`config.mk`:
```
export PLATFORM = sky130hd
export DESIGN_NAME = rf_writeback_arbiter
export DESIGN_NICKNAME = d
export VERILOG_FILES = /design/src/rtl/regfile_pkg.sv /design/src/rtl/rr_arbiter.sv /design/src/rtl/rf_writeback_arbiter.sv
export SDC_FILE = /design/constraint.sdc
export NUM_CORES = 1
export LEC_CHECK = 0
export CAP_MARGIN = 20
export CORE_MARGIN = 5
export CORE_UTILIZATION = 45
export DETAILED_ROUTE_END_ITERATION = 12
export PLACE_DENSITY = 0.86
export SYNTH_ARGS = -nofsm -noshare
export SYNTH_HDL_FRONTEND = slang
export SYNTH_SLANG_ARGS = --single-unit
```
`constraint.sdc`:
```
create_clock -name clk -period 3.6 [get_ports clk]
set_input_delay 0.9 -clock clk [delete_from_list [all_inputs] [get_ports clk]]
set_output_delay 0.9 -clock clk [all_outputs]
set_load 0.03 [all_outputs]
```
`src/rtl/regfile_pkg.sv`:
```
// Shared register-file constants and the writeback request record.
package regfile_pkg;

    localparam int REG_ADDR_W = 5;
    localparam int XLEN       = 32;
    localparam int NUM_REGS   = 32;

    typedef struct packed {
        logic [REG_ADDR_W-1:0] rd;
        logic [XLEN-1:0]       data;
    } wb_req_t;

endpackage

```
`src/rtl/rr_arbiter.sv`:
```
// Round-robin arbiter: grants the first requester at or after rr_ptr, wrapping modulo N.
module rr_arbiter #(
    parameter int N     = 2,
    parameter int PTR_W = (N > 1) ? $clog2(N) : 1
) (
    input  logic [N-1:0]     req,
    input  logic [PTR_W-1:0] rr_ptr,
    output logic [N-1:0]     grant,
    output logic [PTR_W-1:0] grant_idx,
    output logic             any_grant
);

    // Search offsets from farthest to nearest so the requester closest to rr_ptr wins last.
    always_comb begin
        grant     = '0;
        grant_idx = '0;
        any_grant = 1'b0;
        for (int k = N - 1; k >= 0; k--) begin
            for (int p = 0; p < N; p++) begin
                if (rr_ptr == PTR_W'(p) && req[(p + k) % N]) begin
                    grant               = '0;
                    grant[(p + k) % N]  = 1'b1;
                    grant_idx           = PTR_W'((p + k) % N);
                    any_grant           = 1'b1;
                end
            end
        end
    end

endmodule

```
`src/rtl/rf_writeback_arbiter.sv`:
```
// Register-file writeback arbiter: round-robin grant onto one registered write port,
// plus a pending-write scoreboard for issue hazard detection.
module rf_writeback_arbiter
    import regfile_pkg::*;
#(
    parameter int NUM_REQ = 2
) (
    input  logic                    clk,
    input  logic                    rst,
    input  logic [NUM_REQ-1:0]      req_valid,
    input  logic [NUM_REQ*5-1:0]    req_rd,
    input  logic [NUM_REQ*32-1:0]   req_data,
    output logic [NUM_REQ-1:0]      req_ready,
    output logic [4:0]              rf_rd,
    output logic [31:0]             rf_write_data,
    output logic                    rf_write_en,
    input  logic                    issue_valid,
    input  logic [4:0]              issue_rd,
    input  logic [4:0]              chk_rs1,
    input  logic [4:0]              chk_rs2,
    input  logic [4:0]              chk_rd,
    output logic                    hazard,
    output logic [31:0]             pending,
    output logic                    sb_err
);

    localparam int PTR_W = (NUM_REQ > 1) ? $clog2(NUM_REQ) : 1;

    wb_req_t              req_arr [NUM_REQ];
    logic [NUM_REQ-1:0]   grant;
    logic [PTR_W-1:0]     grant_idx;
    logic                 any_grant;
    logic                 transfer;
    wb_req_t              sel_req;

    logic [PTR_W-1:0]     rr_ptr_q, rr_ptr_d;
    logic [4:0]           rf_rd_q, rf_rd_d;
    logic [31:0]          rf_data_q, rf_data_d;
    logic                 rf_we_q, rf_we_d;
    logic [31:0]          pending_q, pending_d;
    logic                 sb_err_q, sb_err_d;
    logic [31:0]          set_vec, clr_vec;

    // Unpack the flat requester buses into records.
    generate
        for (genvar gi = 0; gi < NUM_REQ; gi++) begin : g_unpack
            assign req_arr[gi].rd   = req_rd[5*gi +: 5];
            assign req_arr[gi].data = req_data[32*gi +: 32];
        end
    endgenerate

    rr_arbiter #(.N(NUM_REQ), .PTR_W(PTR_W)) u_arb (
        .req       (req_valid),
        .rr_ptr    (rr_ptr_q),
        .grant     (grant),
        .grant_idx (grant_idx),
        .any_grant (any_grant)
    );

    // The write stage always accepts, so the grant is the ready; suppressed during reset.
    assign req_ready = rst ? '0 : grant;
    assign transfer  = any_grant & ~rst;
    assign sel_req   = req_arr[grant_idx];

    // Next-state for the pointer and the write stage; rd=0 is consumed but never written.
    always_comb begin
        rr_ptr_d  = rr_ptr_q;
        rf_rd_d   = rf_rd_q;
        rf_data_d = rf_data_q;
        rf_we_d   = 1'b0;
        if (transfer) begin
            rr_ptr_d  = (grant_idx == PTR_W'(NUM_REQ - 1)) ? '0 : grant_idx + 1'b1;
            rf_rd_d   = sel_req.rd;
            rf_data_d = sel_req.data;
            rf_we_d   = (sel_req.rd != 5'd0);
        end
    end

    // Per-register set (issue) and clear (committed writeback) strobes; register 0 never tracked.
    generate
        for (genvar gi = 0; gi < 32; gi++) begin : g_sb
            if (gi == 0) begin : g_zero
                assign set_vec[gi] = 1'b0;
                assign clr_vec[gi] = 1'b0;
            end else begin : g_reg
                assign set_vec[gi] = issue_valid & (issue_rd == 5'(gi));
                assign clr_vec[gi] = rf_we_q & (rf_rd_q == 5'(gi));
            end
        end
    endgenerate

    // Set wins over clear; re-issuing to a still-pending register latches the error.
    always_comb begin
        pending_d = (pending_q & ~clr_vec) | set_vec;
        sb_err_d  = sb_err_q | (|(set_vec & pending_q & ~clr_vec));
    end

    // All state registers with synchronous reset.
    always_ff @(posedge clk) begin
        if (rst) begin
            rr_ptr_q  <= '0;
            rf_rd_q   <= '0;
            rf_data_q <= '0;
            rf_we_q   <= 1'b0;
            pending_q <= '0;
            sb_err_q  <= 1'b0;
        end else begin
            rr_ptr_q  <= rr_ptr_d;
            rf_rd_q   <= rf_rd_d;
            rf_data_q <= rf_data_d;
            rf_we_q   <= rf_we_d;
            pending_q <= pending_d;
            sb_err_q  <= sb_err_d;
        end
    end

    assign rf_rd         = rf_rd_q;
    assign rf_write_data = rf_data_q;
    assign rf_write_en   = rf_we_q;
    assign pending       = pending_q;
    assign sb_err        = sb_err_q;

    // Registered pending only; bit 0 is never set so x0 operands never hazard.
    assign hazard = pending_q[chk_rs1] | pending_q[chk_rs2] | pending_q[chk_rd];

endmodule

```
==> results of run 1 <==
-- cell usage after synthesis (all sizes together), types with 3 or more instances --
| library cell | n | share of area, % |
|---|---|---|
| and3 | 5 | 0.69 |
| nand4b | 3 | 0.58 |
| clkbuf | 20 | 1.7 |
| a41oi | 4 | 0.78 |
| nor2b | 12 | 1.7 |
| nor2 | 83 | 6.9 |
| nor3b | 3 | 0.50 |
| a221oi | 3 | 0.58 |
| and4bb | 3 | 0.83 |
| a211oi | 40 | 6.7 |
| mux2 | 8 | 2.0 |
| dfxtp | 71 | 32 |
| a21boi | 4 | 0.67 |
| mux4 | 13 | 6.5 |
| nand4 | 9 | 1.2 |
| nor3 | 4 | 0.44 |
| nand3b | 3 | 0.50 |
| inv | 15 | 1.2 |
| and4b | 3 | 0.69 |
| mux2i | 39 | 8.7 |
| nor4b | 3 | 0.72 |
| a2111oi | 16 | 3.4 |
| nand2b | 7 | 0.97 |
| a311oi | 6 | 1.2 |
| a31oi | 3 | 0.42 |
| nand2 | 39 | 3.2 |
| buf | 27 | 3.4 |
| nand3 | 8 | 0.89 |
| and4 | 3 | 0.58 |
| a22oi | 15 | 2.5 |
| o2111ai | 6 | 1.2 |
| a21oi | 26 | 3.0 |
-- flip-flops by register name, summed over array words and instances, names as in the netlist --
name / flops
rf_write_data: 32
sb_err: 1
pending: 31
rf_rd: 5
rr_ptr_q: 1
rf_write_en: 1
-- layout make-up --
type / instances / share of cell area [%]
multi-input combinational: 394 / 42.6
tap: 133 / 2.51
inverter: 15 / 0.849
sequential: 71 / 21.4
timing repair buffer: 208 / 30.1
clock buffer: 11 / 2.13
clock inverter: 4 / 0.340
-- kinds of logic after synthesis --
kind of cell           after synthesis  share of synthesized area, %
AO/OA/AOI/OAI                      134                          22.3
AND/OR/NAND/NOR                    199                          22.5
flip-flops                          71                          31.5
other                                1                        0.0832
buffers and inverters               62                          6.36
multiplexers                        60                          17.2
-- final timing paths --
check	cells past startpoint	from	slack, ns	to
hold / removal	2	rr_ptr_q	0.49	rr_ptr_q
setup / recovery	9	chk_rd[0]	0.08	hazard
setup reg to reg	5	rf_rd[1]	1.25	sb_err
hold reg to reg	2	rr_ptr_q	0.49	rr_ptr_q
-- per-layer routing --
metal  vias to the layer above  part of all wire [%]  track usage, %
met5                         -                     0               0
met4                         0                   5.0            17.3
met3                        63                   9.6            5.24
met2                       333                    49            49.7
met1                      2354                    37            32.6
li1                       2332                     -               -
-- worst max-delay path: stages --
cell and delay, ns:
dlygate4sd2_1 0.24, buf_6 0.14, buf_4 0.13, nor2b_1 0.14, a221oi_1 0.10, a2111oi_0 0.52
nor3_1 0.16, nand4_1 0.15, buf_6 0.14
-- power groups by stage --
| stage | registers [mW] | logic [mW] | clock network [mW] |
|---|---|---|---|
| after floorplan | 0.949 | 0.216 | 0 |
| after global placement | 0.881 | 0.554 | 0 |
| after detailed placement | 0.884 | 0.563 | 0 |
| after CTS | 0.866 | 0.569 | 0.562 |
| after global routing | 0.872 | 0.604 | 0.598 |
| final | 0.866 | 0.572 | 0.555 |
-- timing repair --
item / in CTS / in global routing
hold buffers: 0 / 0
setup buffers: 4 / 0
pin swaps: 3 / 4
setup endpoints to repair: 1 / 1
resized for setup: 17 / 11
==> results.toml, run 1 <==
[finish]
final_common_cell = "clkdlybuf4s50_1"
syn2layout_area_growth_pct = 47.1
final_cell_mix = "159 x clkdlybuf4s50_1, 82 x nor2_1, 71 x dfxtp_1"
nNetsFinal = 798
multi_input_comb_area_um2 = 2820
design_area_um2 = 6630
insertedDiodeCount = 0
register_area_um2 = 1420
fill_cells = 798
drive_gt1_share_pct = 13.7
finish.utilization_pct = 67.8
fin_cells = 836

[yosys]
synth_ff_type = "dfxtp_1"
synth_area_per_cell_um2 = 8.55
synthesis.nets = 626
async_reset_ff_share_pct = 0
synth_edf_count = 0
ys_ff_latch = 71
postSynthCellCount = 527
synth_area_um2 = 4510
synth_cell_types = 58
synth-seq-area-share_pct = 31.5
yosysWarnings = 0

[detailed_routing]
routed_wl_um = 17300
drtIter0Drc = 383
drcViolationCount = 0
dr.pass1.iters = 5
postRouteAntennaNets = 0
viasPerCell = 6.08
vias = 5082
wl_per_cell_um = 20.7

[die]
dieArea_um2 = 12100
die_h_um = 110
io_pins = 173
dieWidth_um = 110
rows = 36
start_util_pct = 46.1
coreArea_um2 = 9770

[global_routing]
grt_pass1_vias = 5082
globalRouteOverflowTotal = 0
grt_max_degree = 69
grt_usage_pct = 28.7
grt_pass1_wl_um = 26500
grt_antenna_before_repair = 0

[critical_path]
worstSetupPathType = "in -> out"
critPathLaunchType = "primary input"
worstPathRequired_ns = 2.70
crit_fanout = 6
end_kind = "output port"
critPathArrivalTime_ns = 2.62

[clock_network]
clkTransAtPathRegs_ns = 0.07
clockRootBuffer = "clkbuf_8"
cts_tree = "built"
cts_sinks = 71
htree_levels = 3
cts_buffer_depth = 2
clkLatencyLatePin_ns = 0.35
cts_made_buffers = 9

[timing]
tns_ns = 0
hold_viol_final = 0
fin_skew_ns = 0.00638
setup_viol = 0
slew_headroom_pct = 48.4
fin_crit_sh_pct = 97.9
fin_crit_ns = 3.52
maxSlewViolCount = 0
rsz0062_at_grt = "no"
worst_pin_slew_ns = 0.755
fin_ws_ns = 0.0754
hold_slack_ns = 0.488
fmax_mhz = 284

[worst_hold_path]
hold_class = "reg -> reg"

[pwr]
p_leak_nw = 2.53
powerDensity_nw_per_um2 = 301
power_frac_comb_pct = 28.7
p_sw_share_pct = 31.6
clockPowerShare_pct = 27.8
ir_drop_uv = 219
internal-power_mw = 1.36
power.switching_uw = 630
power_frac_seq_pct = 43.5
power_mw = 1.99

[placement]
dp_cells = 817
post-place-ws_ns = -0.638
dpl-instance-area_um2 = 6420
numPortBuffers = 171
gp_congestion = 0.981
post-dp-hpwl_um = 13500

[outcome]
status = "complete, no violations"

[flow_run]
cap_viol_max_count = 0
Note: power is estimated with default switching activity, not from simulation.
==> run 2: changes to the inputs <==
Settings changed: REMOVE_ABC_BUFFERS set to 1.
==> results.toml, run 2 (same netlist as run 1, synthesis figures left out) <==
[placement]
dpl-instance-area_um2 = 6430
numPortBuffers = 171
post-dp-hpwl_um = 13700
gp_congestion = 0.958
dp_cells = 821
post-place-ws_ns = -0.620

[global_routing]
grt_antenna_before_repair = 1
grt_usage_pct = 28.7
grt_pass1_vias = 5151
grt_pass1_wl_um = 26500
grt_max_degree = 69
globalRouteOverflowTotal = 0

[detailed_routing]
wl_per_cell_um = 20.9
routed_wl_um = 17500
vias = 5119
drtIter0Drc = 287
dr.pass1.iters = 5
postRouteAntennaNets = 0
viasPerCell = 6.09
drcViolationCount = 0

[timing]
fin_crit_ns = 3.52
fmax_mhz = 284
setup_viol = 0
fin_ws_ns = 0.0766
hold_viol_final = 0
maxSlewViolCount = 0
slew_headroom_pct = 43.5
worst_pin_slew_ns = 0.844
fin_skew_ns = 0.0151
hold_slack_ns = 0.499
rsz0062_at_grt = "no"
fin_crit_sh_pct = 97.9

[critical_path]
cp_num_buf_inv = 2
critPathLaunchType = "primary input"
crit_chain = "clkdlybuf4s15_1 > mux2_2 > a221oi_1 > a2111oi_1 > nor3_1 > nand4_1 > buf_6"
max_stage_delay_ns = 0.38
worstSetupPathType = "in -> out"
crit_fanout = 6
critPathArrivalTime_ns = 2.62
crit_family = "buffers and inverters"
end_kind = "output port"
critPathSlowestCell = "clkdlybuf4s15_1"
worstPathRequired_ns = 2.70

[pwr]
ir_drop_uv = 243
p_leak_nw = 2.54
powerDensity_nw_per_um2 = 310

[die]
coreArea_um2 = 9770
io_pins = 173
rows = 36
dieWidth_um = 110
dieArea_um2 = 12100
die_h_um = 110
start_util_pct = 46.1

[finish]
drive_gt1_share_pct = 13.5
final_cell_mix = "161 x clkdlybuf4s50_1, 83 x nor2_1, 71 x dfxtp_1"
largest_register_ffs = 32
fin_cells = 840
final_common_cell = "clkdlybuf4s50_1"
nNetsFinal = 801
syn2layout_area_growth_pct = 48.2
design_area_um2 = 6680

[clock_network]
clockRootBuffer = "clkbuf_8"
cts_buffer_depth = 2
cts_tree = "built"
cts_made_buffers = 9
clkTransAtPathRegs_ns = 0.07
cts_sinks = 71
htree_levels = 3
clkLatencyLatePin_ns = 0.35

[worst_hold_path]
hold_class = "reg -> reg"

[outcome]
status = "complete, no violations"

[flow_run]
cap_viol_max_count = 0
==> run 2: worst reg2reg max path, cell delays in order, from the launching register on <==
cell and delay [ns]:
dfxtp_1 0.37, nor2_1 0.68, a21boi_1 0.17, a2111oi_0 0.52, nand4_1 0.22, o41a_1 0.35
==> run 2: cell type report <==
class                   instances  area [um^2]
diodes                          1         2.50
repair buffers                211         2020
flip-flops and latches         71         1420
multi-input cells             394         2830
fillers                       787         3100
inverters                      15         56.3
clock inverters                 3         43.8
clock buffers                  12          145
well taps                     133          166
==> run 2: worst paths after layout <==
kind	to	from	cells after the start	slack (ns)
max	hazard	chk_rd[2]	7	0.08
min	rf_write_data[1]	rf_write_data[1]	2	0.50
max reg2reg	sb_err	rf_rd[0]	5	1.19
min reg2reg	rf_write_data[1]	rf_write_data[1]	2	0.50
==> run 2: what timing repair did <==
item                                    4_1_cts  5_1_grt
endpoints found under the setup margin        1        1
pin swaps                                     5        2
buffers inserted                              2        1
hold endpoints to repair                      0        0
hold buffers                                  0        0
resized for setup                            17       10
==> run 2: metrics by stage <==
step | util [%] | power (mW) | TNS (ns)
floorplan | - | 1.12 | -0.0546
global placement | 65.7 | 1.44 | -0.594
detailed placement | 65.7 | 1.45 | -0.620
CTS | 68.0 | 2.07 | 0
global route | 68.3 | 2.15 | 0
finish | 68.3 | 2.07 | 0
==> run 2: power by group <==
| part | total, mW | switching (mW) | internal [mW] |
|---|---|---|---|
| combinational | 0.573 | 0.298 | 0.276 |
| sequential | 0.865 | 0.0380 | 0.827 |
| clock | 0.631 | 0.295 | 0.336 |
==> run 2: per-layer routing <==
layer / up-vias / wire length, um / global-route usage [%]
li1: 2338 / - / -
met1: 2389 / 6450 / 31.9
met2: 320 / 8380 / 49.2
met3: 72 / 1700 / 6.93
met4: 0 / 998 / 17.5
met5: - / 0 / 0
